## src/rtl/note_voice_ctrl.sv

```systemverilog
// -----------------------------------------------------------------------------
// note_voice_ctrl
//
// Drives one notebank voice from a stream of key events. A key press turns the
// MIDI key number into an oscillator period (octave found by repeated
// subtraction of 12, then a base-period lookup shifted by the octave) and issues
// a one-cycle note_on. A matching key release issues a one-cycle note_off, and
// the voice stays busy until the notebank reports done or a timeout expires.
//
// Ports:
//   clk        system clock (notebank clk_fast domain)
//   rst_b      asynchronous active-low reset
//   key_valid  key event present
//   key_ready  event accepted on a clk edge when key_valid & key_ready
//   key_num    MIDI key number 0..127
//   key_down   1 = press, 0 = release
//   note_on    one-cycle pulse to notebank (registered)
//   note_off   one-cycle pulse to notebank (registered)
//   period     oscillator period in clk cycles (registered)
//   done       notebank amplitude envelope finished
//   busy       voice in use (registered, state != IDLE)
//   cur_key    key currently owning the voice
//   timeout    one-cycle pulse when the done wait expires
// -----------------------------------------------------------------------------
module note_voice_ctrl #(
    parameter int PERIOD_W     = 32,
    parameter int DONE_TIMEOUT = 50000000
) (
    input  logic                clk,
    input  logic                rst_b,
    input  logic                key_valid,
    output logic                key_ready,
    input  logic [6:0]          key_num,
    input  logic                key_down,
    output logic                note_on,
    output logic                note_off,
    output logic [PERIOD_W-1:0] period,
    input  logic                done,
    output logic                busy,
    output logic [6:0]          cur_key,
    output logic                timeout
);

    localparam int CNT_W = (DONE_TIMEOUT > 2) ? $clog2(DONE_TIMEOUT) : 1;
    localparam logic [CNT_W-1:0] CNT_LAST = CNT_W'(DONE_TIMEOUT - 1);

    typedef enum logic [2:0] {
        S_IDLE,
        S_DIVIDE,
        S_LOAD,
        S_HELD,
        S_RELEASE,
        S_WAIT_DONE
    } state_t;

    state_t              state_q, state_d;
    logic [6:0]          rem_q, rem_d;
    logic [3:0]          oct_q, oct_d;
    logic [6:0]          cur_key_q, cur_key_d;
    logic [PERIOD_W-1:0] period_q, period_d;
    logic                note_on_q, note_on_d;
    logic                note_off_q, note_off_d;
    logic                timeout_q, timeout_d;
    logic                busy_q, busy_d;
    logic [CNT_W-1:0]    cnt_q, cnt_d;

    logic                accept;
    logic [22:0]         shifted;

    // Base periods for the top octave (octave 10) at a 50 MHz clock.
    function automatic logic [12:0] base_period(input logic [3:0] idx);
        case (idx)
            4'd0:    base_period = 13'd5972;
            4'd1:    base_period = 13'd5637;
            4'd2:    base_period = 13'd5321;
            4'd3:    base_period = 13'd5022;
            4'd4:    base_period = 13'd4740;
            4'd5:    base_period = 13'd4474;
            4'd6:    base_period = 13'd4223;
            4'd7:    base_period = 13'd3986;
            4'd8:    base_period = 13'd3762;
            4'd9:    base_period = 13'd3551;
            4'd10:   base_period = 13'd3352;
            default: base_period = 13'd3164;
        endcase
    endfunction

    assign key_ready = (state_q == S_IDLE) || (state_q == S_HELD) ||
                       (state_q == S_WAIT_DONE);
    assign accept    = key_valid && key_ready;

    // Lower octaves have longer periods: shift left by (10 - octave).
    assign shifted   = 23'(base_period(rem_q[3:0])) << (4'd10 - oct_q);

    always_comb begin
        state_d    = state_q;
        rem_d      = rem_q;
        oct_d      = oct_q;
        cur_key_d  = cur_key_q;
        period_d   = period_q;
        note_on_d  = 1'b0;
        note_off_d = 1'b0;
        timeout_d  = 1'b0;
        cnt_d      = cnt_q;

        // A press can only be accepted in a ready state and always wins,
        // including over a done arriving in WAIT_DONE on the same edge.
        if (accept && key_down) begin
            cur_key_d = key_num;
            rem_d     = key_num;
            oct_d     = 4'd0;
            state_d   = S_DIVIDE;
        end else begin
            case (state_q)
                S_DIVIDE: begin
                    if (rem_q >= 7'd12) begin
                        rem_d = rem_q - 7'd12;
                        oct_d = oct_q + 4'd1;
                    end else begin
                        state_d = S_LOAD;
                    end
                end
                S_LOAD: begin
                    period_d  = PERIOD_W'(shifted);
                    note_on_d = 1'b1;
                    state_d   = S_HELD;
                end
                S_HELD: begin
                    // Releases of other keys are consumed without effect.
                    if (accept && (key_num == cur_key_q)) begin
                        state_d = S_RELEASE;
                    end
                end
                S_RELEASE: begin
                    note_off_d = 1'b1;
                    cnt_d      = '0;
                    state_d    = S_WAIT_DONE;
                end
                S_WAIT_DONE: begin
                    if (done) begin
                        state_d = S_IDLE;
                    end else if (cnt_q == CNT_LAST) begin
                        timeout_d = 1'b1;
                        state_d   = S_IDLE;
                    end else begin
                        cnt_d = cnt_q + 1'b1;
                    end
                end
                default: begin
                    state_d = state_q;
                end
            endcase
        end

        busy_d = (state_d != S_IDLE);
    end

    always_ff @(posedge clk or negedge rst_b) begin
        if (!rst_b) begin
            state_q    <= S_IDLE;
            rem_q      <= '0;
            oct_q      <= '0;
            cur_key_q  <= '0;
            period_q   <= '0;
            note_on_q  <= 1'b0;
            note_off_q <= 1'b0;
            timeout_q  <= 1'b0;
            busy_q     <= 1'b0;
            cnt_q      <= '0;
        end else begin
            state_q    <= state_d;
            rem_q      <= rem_d;
            oct_q      <= oct_d;
            cur_key_q  <= cur_key_d;
            period_q   <= period_d;
            note_on_q  <= note_on_d;
            note_off_q <= note_off_d;
            timeout_q  <= timeout_d;
            busy_q     <= busy_d;
            cnt_q      <= cnt_d;
        end
    end

    assign note_on  = note_on_q;
    assign note_off = note_off_q;
    assign timeout  = timeout_q;
    assign busy     = busy_q;
    assign period   = period_q;
    assign cur_key  = cur_key_q;

endmodule

```

## config.mk

```make
export PLATFORM = sky130hd
export DESIGN_NAME = note_voice_ctrl
export DESIGN_NICKNAME = d
export VERILOG_FILES = /design/src/rtl/note_voice_ctrl.sv
export SDC_FILE = /design/constraint.sdc
export NUM_CORES = 1
export LEC_CHECK = 0
export CORE_UTILIZATION = 45
export CTS_CLUSTER_DIAMETER = 80
export DETAILED_ROUTE_END_ITERATION = 12
export PLACE_DENSITY = 0.67
export RECOVER_POWER = 25
export SLEW_MARGIN = 0
export SYNTH_ARGS = -nofsm -noshare
export SYNTH_HDL_FRONTEND = slang
export SYNTH_SLANG_ARGS = --single-unit
```

## constraint.sdc

```tcl
create_clock -name clk -period 2.5 [get_ports clk]
set_input_delay 0.375 -clock clk [delete_from_list [all_inputs] [get_ports clk]]
set_output_delay 0.375 -clock clk [all_outputs]
set_load 0.01 [all_outputs]
```

=== Word-level counts from Yosys, hierarchy flattened ===
Memories as Yosys holds them, arrays and structs flattened.
Cells that the tools add are included.

* Flip-flop bits (word level): 74
* ROM bits: 208
* Input port bits: 12
* Output and inout bits: 44
* Word-level logic and storage cells: 63
* Memories kept: 1

{| class="wikitable"
|+ Memories
! memory !! words !! width !! read ports !! clocked after memory_dff !! write ports !! RTL line !! source
|-
| (no name shown) || 16 || 13 || 1 || 0 || 0 || 72 || <nowiki>case (idx)</nowiki>
|}

* $add $sub $neg: 4
* Magnitude comparators: 1
* Eq/ne operators: 9
* Shift operators: 1
* Muxes and demuxes: 23
* Bitwise gates (word level): 1
* Reductions and logical operators: 13

{| class="wikitable"
|+ Operators with widths
! kind !! number
|-
| two-way mux 26 bit || 2
|-
| one-hot mux 26 bit (2 select lines) || 1
|-
| adder 26 x 1 -> 26 bit (second input constant) || 1
|-
| equality test 26 bit (second input constant) || 1
|-
| << shifter 13 x 4 -> 23 bit || 1
|-
| two-way mux 7 bit || 3
|-
| two-way mux 3 bit || 5
|-
| one-hot mux 3 bit (5 select lines) || 1
|-
| two-way mux 4 bit || 3
|-
| two-way mux 1 bit || 8
|-
| equality test 7 bit || 1
|-
| >= comparator 7 x 4 -> 1 bit (second input constant) || 1
|-
| subtractor 7 x 4 -> 7 bit (second input constant) || 1
|-
| equality test 3 x 2 -> 1 bit (second input constant) || 2
|-
| equality test 3 bit (second input constant) || 2
|-
| nonzero test 2 bit || 3
|-
| adder 4 x 1 -> 4 bit (second input constant) || 1
|-
| != test 2 bit (second input constant) || 2
|-
| AND reduction 2 bit || 2
|-
| AND reduction 4 bit || 1
|-
| subtractor 4 bit (first input constant) || 1
|-
| equality test 3 x 1 -> 1 bit (second input constant) || 1
|-
| logical AND 1 bit || 3
|-
| logical NOT 3 bit || 1
|-
| other kinds (3) || 4
|}

=== Longest topological paths before layout ===
Gate-level depths: netlist of run 1.

* Depth in word-level cells: 9
* Depth in mapped cells: 9
* Gate-level depth less buffers: 8

=== Least setup slack after synthesis of run 1 ===
Ideal clock, no wire load.

* Kind: register to register
* From: register rem_q[0]
* To: register period_q[17] (netlist: period[17])
* Library setup time: 124 ps
* Arrival: 2385 ps
* Required time: 2376 ps
* Slack: -9 ps
* Stages on the path, launching flop included: 10
* Buffers on the path: 1
* Period minus slack after synthesis: 2509 ps
* Cells stage by stage: dfrtp_1 inv_1 ha_1 buf_2 nor3b_2 a211oi_1 a221o_1 mux4_2 a221oi_2 nor2_1

* Word-level cells in the longest chain between the ends: 2

{| class="wikitable"
|+ Ends and longest elaborated chain
! what !! RTL line !! source
|-
| start, declared || 57 || <nowiki>logic [6:0] rem_q, rem_d;</nowiki>
|-
| start signal, assigned || 172 || <nowiki>rem_q <= rem_d;</nowiki>
|-
| memory read (16 x 13 bit) || n/a ||
|-
| << shifter 13 x 4 -> 23 bit || 93 || <nowiki>assign shifted = 23'(base_period(rem_q[3:0])) << (4'd10 - oct_q);</nowiki>
|-
| end signal, assigned || 175 || <nowiki>period_q <= period_d;</nowiki>
|-
| end, declared || 60 || <nowiki>logic [PERIOD_W-1:0] period_q, period_d;</nowiki>
|}

No other way between the ends.
A chain may end at the register's enable or synchronous reset.

=== Final worst setup path of run 1 ===
Same ends and word-level chain as after synthesis.

==> results of run 1 <==
stage by stage:
stage               power (mW)  hold WS [ps]
finish                   2.187         476.9
global route             2.272         505.7
CTS                      2.220         197.9
detailed placement       1.281         461.5
global placement         1.281         456.1
floorplan                1.244         79.41
critical path, stage by stage (launching register included):
cell and delay (ps):
dfrtp_1 390, inv_2 100, ha_2 320, nor3b_2 160
a211oi_1 80, a221o_1 340, mux4_2 500, a221oi_2 270
nor2_1 70
timing repair:
item	CTS	global route
hold buffers	0	0
endpoints found under the setup margin	0	4
gates resized for setup	0	2
Yosys cell counts (all sizes together), types with 14 or more instances:
| library cell | count |
|---|---|
| clkbuf | 18 |
| a21oi | 20 |
| buf | 17 |
| nor2 | 56 |
| nor3 | 17 |
| inv | 15 |
| xor2 | 18 |
| xnor2 | 19 |
| nand2 | 59 |
| nand4 | 14 |
| dfrtp | 74 |
| o21ai | 43 |
cell families (layout without fill, tap and decap cells):
family | count (synthesis) | after routing
other cells | 1 | 9
buf+inv | 51 | 111
fa+ha+maj | 9 | 9
mux | 10 | 10
xor+xnor | 37 | 37
compound gates | 126 | 126
simple gates | 208 | 208
flops | 74 | 74
flip-flops by register name, summed over array words and instances, names as in the netlist:
name	flops
busy	1
cnt_q	26
cur_key	7
note_off	1
note_on	1
oct_q	4
period	23
rem_q	7
state_q	3
timeout	1
metal layers:
| layer | global-route usage [%] | vias to the layer above |
|---|---|---|
| met4 | 7.692 | 0 |
| met3 | 4.446 | 20 |
| li1 | - | 1951 |
| met5 | 0 | - |
| met2 | 39.49 | 140 |
| met1 | 31.61 | 1974 |
final timing paths:
kind	endpoint	slack (ps)	cells after the start
max in group asynchronous	period[19]	870	1
worst max register to register	period[17]	160	8
min in group asynchronous	cur_key[1]	510	1
worst min-delay path	period[1]	480	2
worst min register to register	period[1]	480	2
worst max-delay path	period[17]	160	8
power by group through the flow:
stage	Combinational, mW	Clock (mW)	Sequential, mW
2_1_floorplan	0.0237	0	1.22
5_1_grt	0.0688	1.01	1.20
3_3_place_gp	0.0609	0	1.22
3_5_place_dp	0.0615	0	1.22
4_1_cts	0.0618	0.962	1.20
6_report	0.0589	0.931	1.20
area by class of cell:
type	instances	area share, %
Clock buffer	10	2.526
Clock inverter	5	1.011
Inverter	16	1.102
Multi-Input combinational cell	399	45.04
Sequential cell	74	33.99
Tap cell	133	3.055
Timing Repair Buffer	80	13.28
==> results.py, run 1 <==
metrics = {
    "die": {
        "initial_utilization_pct": 46.29,
        "core_um2": 9774,
        "die_w_um": 102.3,
        "rows": 36,
        "die_area_um2": 10460,
        "fp.dieH_um": 102.3,
        "io_pins": 56,
    },
    "setup_path": {
        "endpoint_kind": "flop",
        "crit_start": "rem_q[0]",
        "cp.required_ps": 2750,
        "arrival_ps": 2590,
        "critPathMaxFanout": 7,
        "critPathKind": "flop to flop",
        "cp-start-kind": "flop",
        "r2r-start": "rem_q[0]",
    },
    "finish": {
        "fill_cells": 896,
        "layout_common_cells": "dfrtp_1 (74), nand2_1 (59), nor2_1 (55)",
        "antenna_cells": 0,
        "ff_latch_area_um2": 1852,
        "drive_gt1_share_pct": 10.79,
        "final_common_cell": "dfrtp_1",
        "fin_util_pct": 55.73,
        "multi_input_area_um2": 2454,
        "num-nets-final": 601,
        "fin_area_um2": 5448,
        "area_delta_synth_final_pct": 20.41,
        "instances_no_fill": 717,
    },
    "drt": {
        "num_vias": 4085,
        "drt_pre_antenna_iters": 5,
        "drt-met1-wl_um": 5021,
        "routed_via_density": 5.697,
        "wl_per_cell_um": 15.78,
        "ant_nets": 0,
        "highest_layer": "met4",
        "met2WireLength_um": 5476,
        "wirelength_um": 11310,
        "drcViolationCount": 0,
        "wl_met3_um": 620,
        "drt_iter0_drc": 178,
    },
    "synth": {
        "synthMuxAreaShare_pct": 2.572,
        "synth_edf_count": 0,
        "yosysSeqAreaShare_pct": 40.93,
        "yosys_most_used_dff": "dfrtp_1",
        "synth_cells": 516,
        "synth_area_um2": 4524,
        "yosys-top-cells-area": "dfrtp_1 (41%), nand2_1 (4.9%), nor2_1 (4.6%)",
        "synth_fa_ha_area_share_pct": 2.489,
        "ys_ff_latch": 74,
        "syn_avg_cell_area_um2": 8.768,
        "synth-compound-area-share_pct": 18.50,
        "synth_largest_area_cell": "dfrtp_1",
        "ys_warn_count": 0,
        "synth_top_family_by_area": "simple AND/OR/NAND/NOR gates",
        "synth-xor-area-share_pct": 7.163,
        "yosys.area_share.simple_pct": 22.59,
        "synth_top_area_share_pct": 40.93,
        "synthArstFlopShare_pct": 100.0,
        "yosysUniqueCellTypes": 64,
    },
    "run_status": {
        "violations": "max-capacitance violations, max-slew violations",
        "status": "finished with violations",
    },
    "clock_network": {
        "cts-root-buf": "clkbuf_8",
        "cts_buffer_depth": 2,
        "cts_tree": "yes",
        "htree_levels": 3,
        "clk_pin_slew_ps": 80,
        "cts-buffers-inserted": 9,
        "cts_sinks": 74,
        "clk_latency_ps": 360,
        "post-cts-setup-buffers": 0,
    },
    "timing": {
        "drv_slew": 75,
        "fmax_mhz": 426.7,
        "setup_violations": 0,
        "worst_slew_pin_slew_ps": 1869,
        "skew_ps": 12.43,
        "final.min_clock_period_ps": 2344,
        "fin_crit_sh_pct": 93.75,
        "finalHoldViolCount": 0,
        "final.setup.worst_slack_ps": 156.4,
        "tns_ps": 0,
        "slew-limit-headroom_pct": -24.57,
    },
    "grt": {
        "track_usage_pct": 23.87,
        "grt_pass1_wl_um": 19330,
        "grt_max_degree": 75,
        "grt_pass1_vias": 3958,
        "gr-total-overflow": 0,
        "antenna_found_initial": 0,
    },
    "placed_design": {
        "dp.cells": 702,
        "gp_congestion": 0.8777,
        "io_buffers": 46,
        "dp_hpwl_um": 8224,
        "place_area_um2": 5255,
        "pre_cts_ws_ps": 72.26,
    },
    "power_and_ir_drop": {
        "p_leak_nw": 2.369,
        "power_density_nw_per_um2": 401.4,
        "p_comb_share_pct": 2.7,
        "clkPwrFrac_pct": 42.6,
        "seqPwrFrac_pct": 54.7,
        "switchingPower_uw": 491.5,
        "power.internal_mw": 1.695,
        "sw_frac_of_total_pct": 22.48,
        "ir_drop_uv": 259.0,
    },
    "worst_hold_path": {
        "holdCritStartpoint": "period[1]",
        "holdCritPathClass": "flop to flop",
    },
    "flow_run": {
        "max-cap-violations": 1,
    },
}
Note: power is estimated with default switching activity, not from simulation.
==> run 2: changes to the inputs <==
--- a/config.mk
+++ b/config.mk
@@ -5,10 +5,11 @@
 export SDC_FILE = /design/constraint.sdc
 export NUM_CORES = 1
 export LEC_CHECK = 0
+export CAP_MARGIN = 20
 export CORE_UTILIZATION = 45
 export CTS_CLUSTER_DIAMETER = 80
 export DETAILED_ROUTE_END_ITERATION = 12
-export PLACE_DENSITY = 0.67
+export PLACE_DENSITY = 0.8
 export RECOVER_POWER = 25
 export SLEW_MARGIN = 0
 export SYNTH_ARGS = -nofsm -noshare
==> results.py, run 2 (synthesis gave the netlist of run 1 again) <==
metrics = {
    "finish": {
        "ff_latch_area_um2": 1852,
        "multi_input_area_um2": 2459,
        "drive_gt1_share_pct": 11.41,
        "antenna_cells": 0,
        "num-nets-final": 604,
        "area_delta_synth_final_pct": 21.49,
        "final_common_cell": "dfrtp_1",
        "largest_register_ffs": 26,
        "registers.top_by_ff_count": "cnt_q",
        "fin_area_um2": 5497,
        "fill_cells": 893,
        "layout_common_cells": "dfrtp_1 (74), nand2_1 (59), nor2_1 (55)",
    },
    "placed_design": {
        "pre_cts_ws_ps": 17.76,
        "place_area_um2": 5278,
        "io_buffers": 46,
        "gp_congestion": 0.9283,
        "dp_hpwl_um": 8373,
    },
    "timing": {
        "final.min_clock_period_ps": 2379,
        "fmax_mhz": 420.3,
        "drv_slew": 75,
        "setup_violations": 0,
        "finalHoldViolCount": 0,
        "tns_ps": 0,
        "slew-limit-headroom_pct": -23.24,
        "worst_slew_pin_slew_ps": 1849,
        "skew_ps": 13.98,
        "fin_crit_sh_pct": 95.16,
        "final.setup.worst_slack_ps": 120.9,
        "rsz0062_at_grt": "false",
    },
    "worst_hold_path": {
        "holdCritPathClass": "input pin to async pin",
    },
    "drt": {
        "wirelength_um": 11390,
        "ant_nets": 0,
        "highest_layer": "met4",
        "drt-met1-wl_um": 4997,
        "met2WireLength_um": 5597,
        "drt_iter0_drc": 175,
        "wl_met3_um": 480,
        "routed_via_density": 5.654,
        "num_vias": 4071,
        "wl_per_cell_um": 15.82,
        "drcViolationCount": 0,
        "drt_pre_antenna_iters": 5,
    },
    "setup_path": {
        "critPathMaxFanout": 4,
        "arrival_ps": 2610,
        "cp-start-kind": "flop",
        "crit_chain": "inv_2 > buf_4 > ha_1 > nor2_1 > a211oi_1 > a221o_1 > mux4_2 > a221oi_2 > nor2_1",
        "slowest_stage": "mux4_2",
        "cpMostUsedCell": "nor2_1",
        "endpoint_kind": "flop",
        "critPathKind": "flop to flop",
        "cp.required_ps": 2730,
        "cp_num_buf_inv": 2,
        "worst_path_largest_cell_delay_ps": 500,
        "cp_top_family": "compound AO/OA/AOI/OAI gates",
    },
    "run_status": {
        "violations": "max-capacitance violations, max-slew violations",
        "status": "finished with violations",
    },
    "die": {
        "initial_utilization_pct": 46.29,
        "core_um2": 9774,
        "fp.dieH_um": 102.3,
        "die_w_um": 102.3,
        "rows": 36,
        "io_pins": 56,
        "die_area_um2": 10460,
    },
    "power_and_ir_drop": {
        "ir_drop_uv": 335.9,
        "power_density_nw_per_um2": 415.9,
        "p_leak_nw": 2.396,
    },
    "clock_network": {
        "post-cts-setup-buffers": 0,
        "cts_tree": "yes",
        "cts-buffers-inserted": 9,
        "clk_pin_slew_ps": 90,
        "cts_sinks": 74,
        "clk_latency_ps": 360,
        "htree_levels": 3,
        "cts-root-buf": "clkbuf_8",
        "ctsHoldBuffers": 0,
        "cts_buffer_depth": 2,
    },
    "grt": {
        "gr-total-overflow": 0,
        "antenna_found_initial": 0,
        "grt_max_degree": 75,
        "track_usage_pct": 23.61,
        "grt_pass1_vias": 4008,
        "grt_pass1_wl_um": 19230,
    },
    "flow_run": {
        "max-cap-violations": 1,
    },
}
## run 2: through the flow
step                      std cells  power, mW  utilization (%)  hold slack, ps
final                           720      2.286            56.23           487.1
after global routing            720      2.373            56.23           515.8
after CTS                       720      2.310            56.18           198.3
after detailed placement        705      1.281            53.99           473.9
after global placement          705      1.280            53.99           459.1
after floorplan                 524      1.244                -           79.41
## run 2: worst register-to-register path, delay by kind of cell, from the launching register on
family          cells  cell delay (ps)
mux                 1              500
compound gates      3              780
flops               1              370
simple gates        2              220
fa+ha+maj           1              200
buf+inv             2              190
## run 2: worst paths after layout
kind                            cells past startpoint  slack [ps]         end       from
worst min-delay path                                1         490  period[19]      rst_b
min in group clk                                    2         490   period[5]  period[5]
worst max register to register                      9         120  period[17]   rem_q[0]
worst min register to register                      2         490   period[5]  period[5]
worst max-delay path                                9         120  period[17]   rem_q[0]
max in group asynchronous                           1         880    cnt_q[4]      rst_b
## run 2: layer usage
| layer | vias up | track usage (%) |
|---|---|---|
| met2 | 132 | 39.65 |
| met4 | 0 | 10.99 |
| met1 | 1950 | 30.05 |
| met3 | 28 | 3.488 |
| li1 | 1961 | - |
| met5 | - | 0 |
## run 2: what timing repair did
action,4_1_cts,5_1_grt
resized for setup,0,2
endpoints found under the hold margin,0,0
endpoints found under the setup margin,0,4
## run 2: layout make-up
| type | count | share of cell area [%] |
|---|---|---|
| repair buffers | 83 | 13.57 |
| inverters | 16 | 1.093 |
| multi-input cells | 399 | 44.73 |
| clock buffers | 9 | 2.254 |
| flip-flops and latches | 74 | 33.69 |
| well taps | 133 | 3.028 |
| clock inverters | 6 | 1.639 |
## run 2: report_power, final
part	leakage (nW)	internal (mW)	switching [mW]	total, mW
registers	0.935	1.20	0	1.20
clock network	0.106	0.562	0.470	1.03
logic	1.36	0.0199	0.0390	0.0588
total	2.40	1.78	0.509	2.29
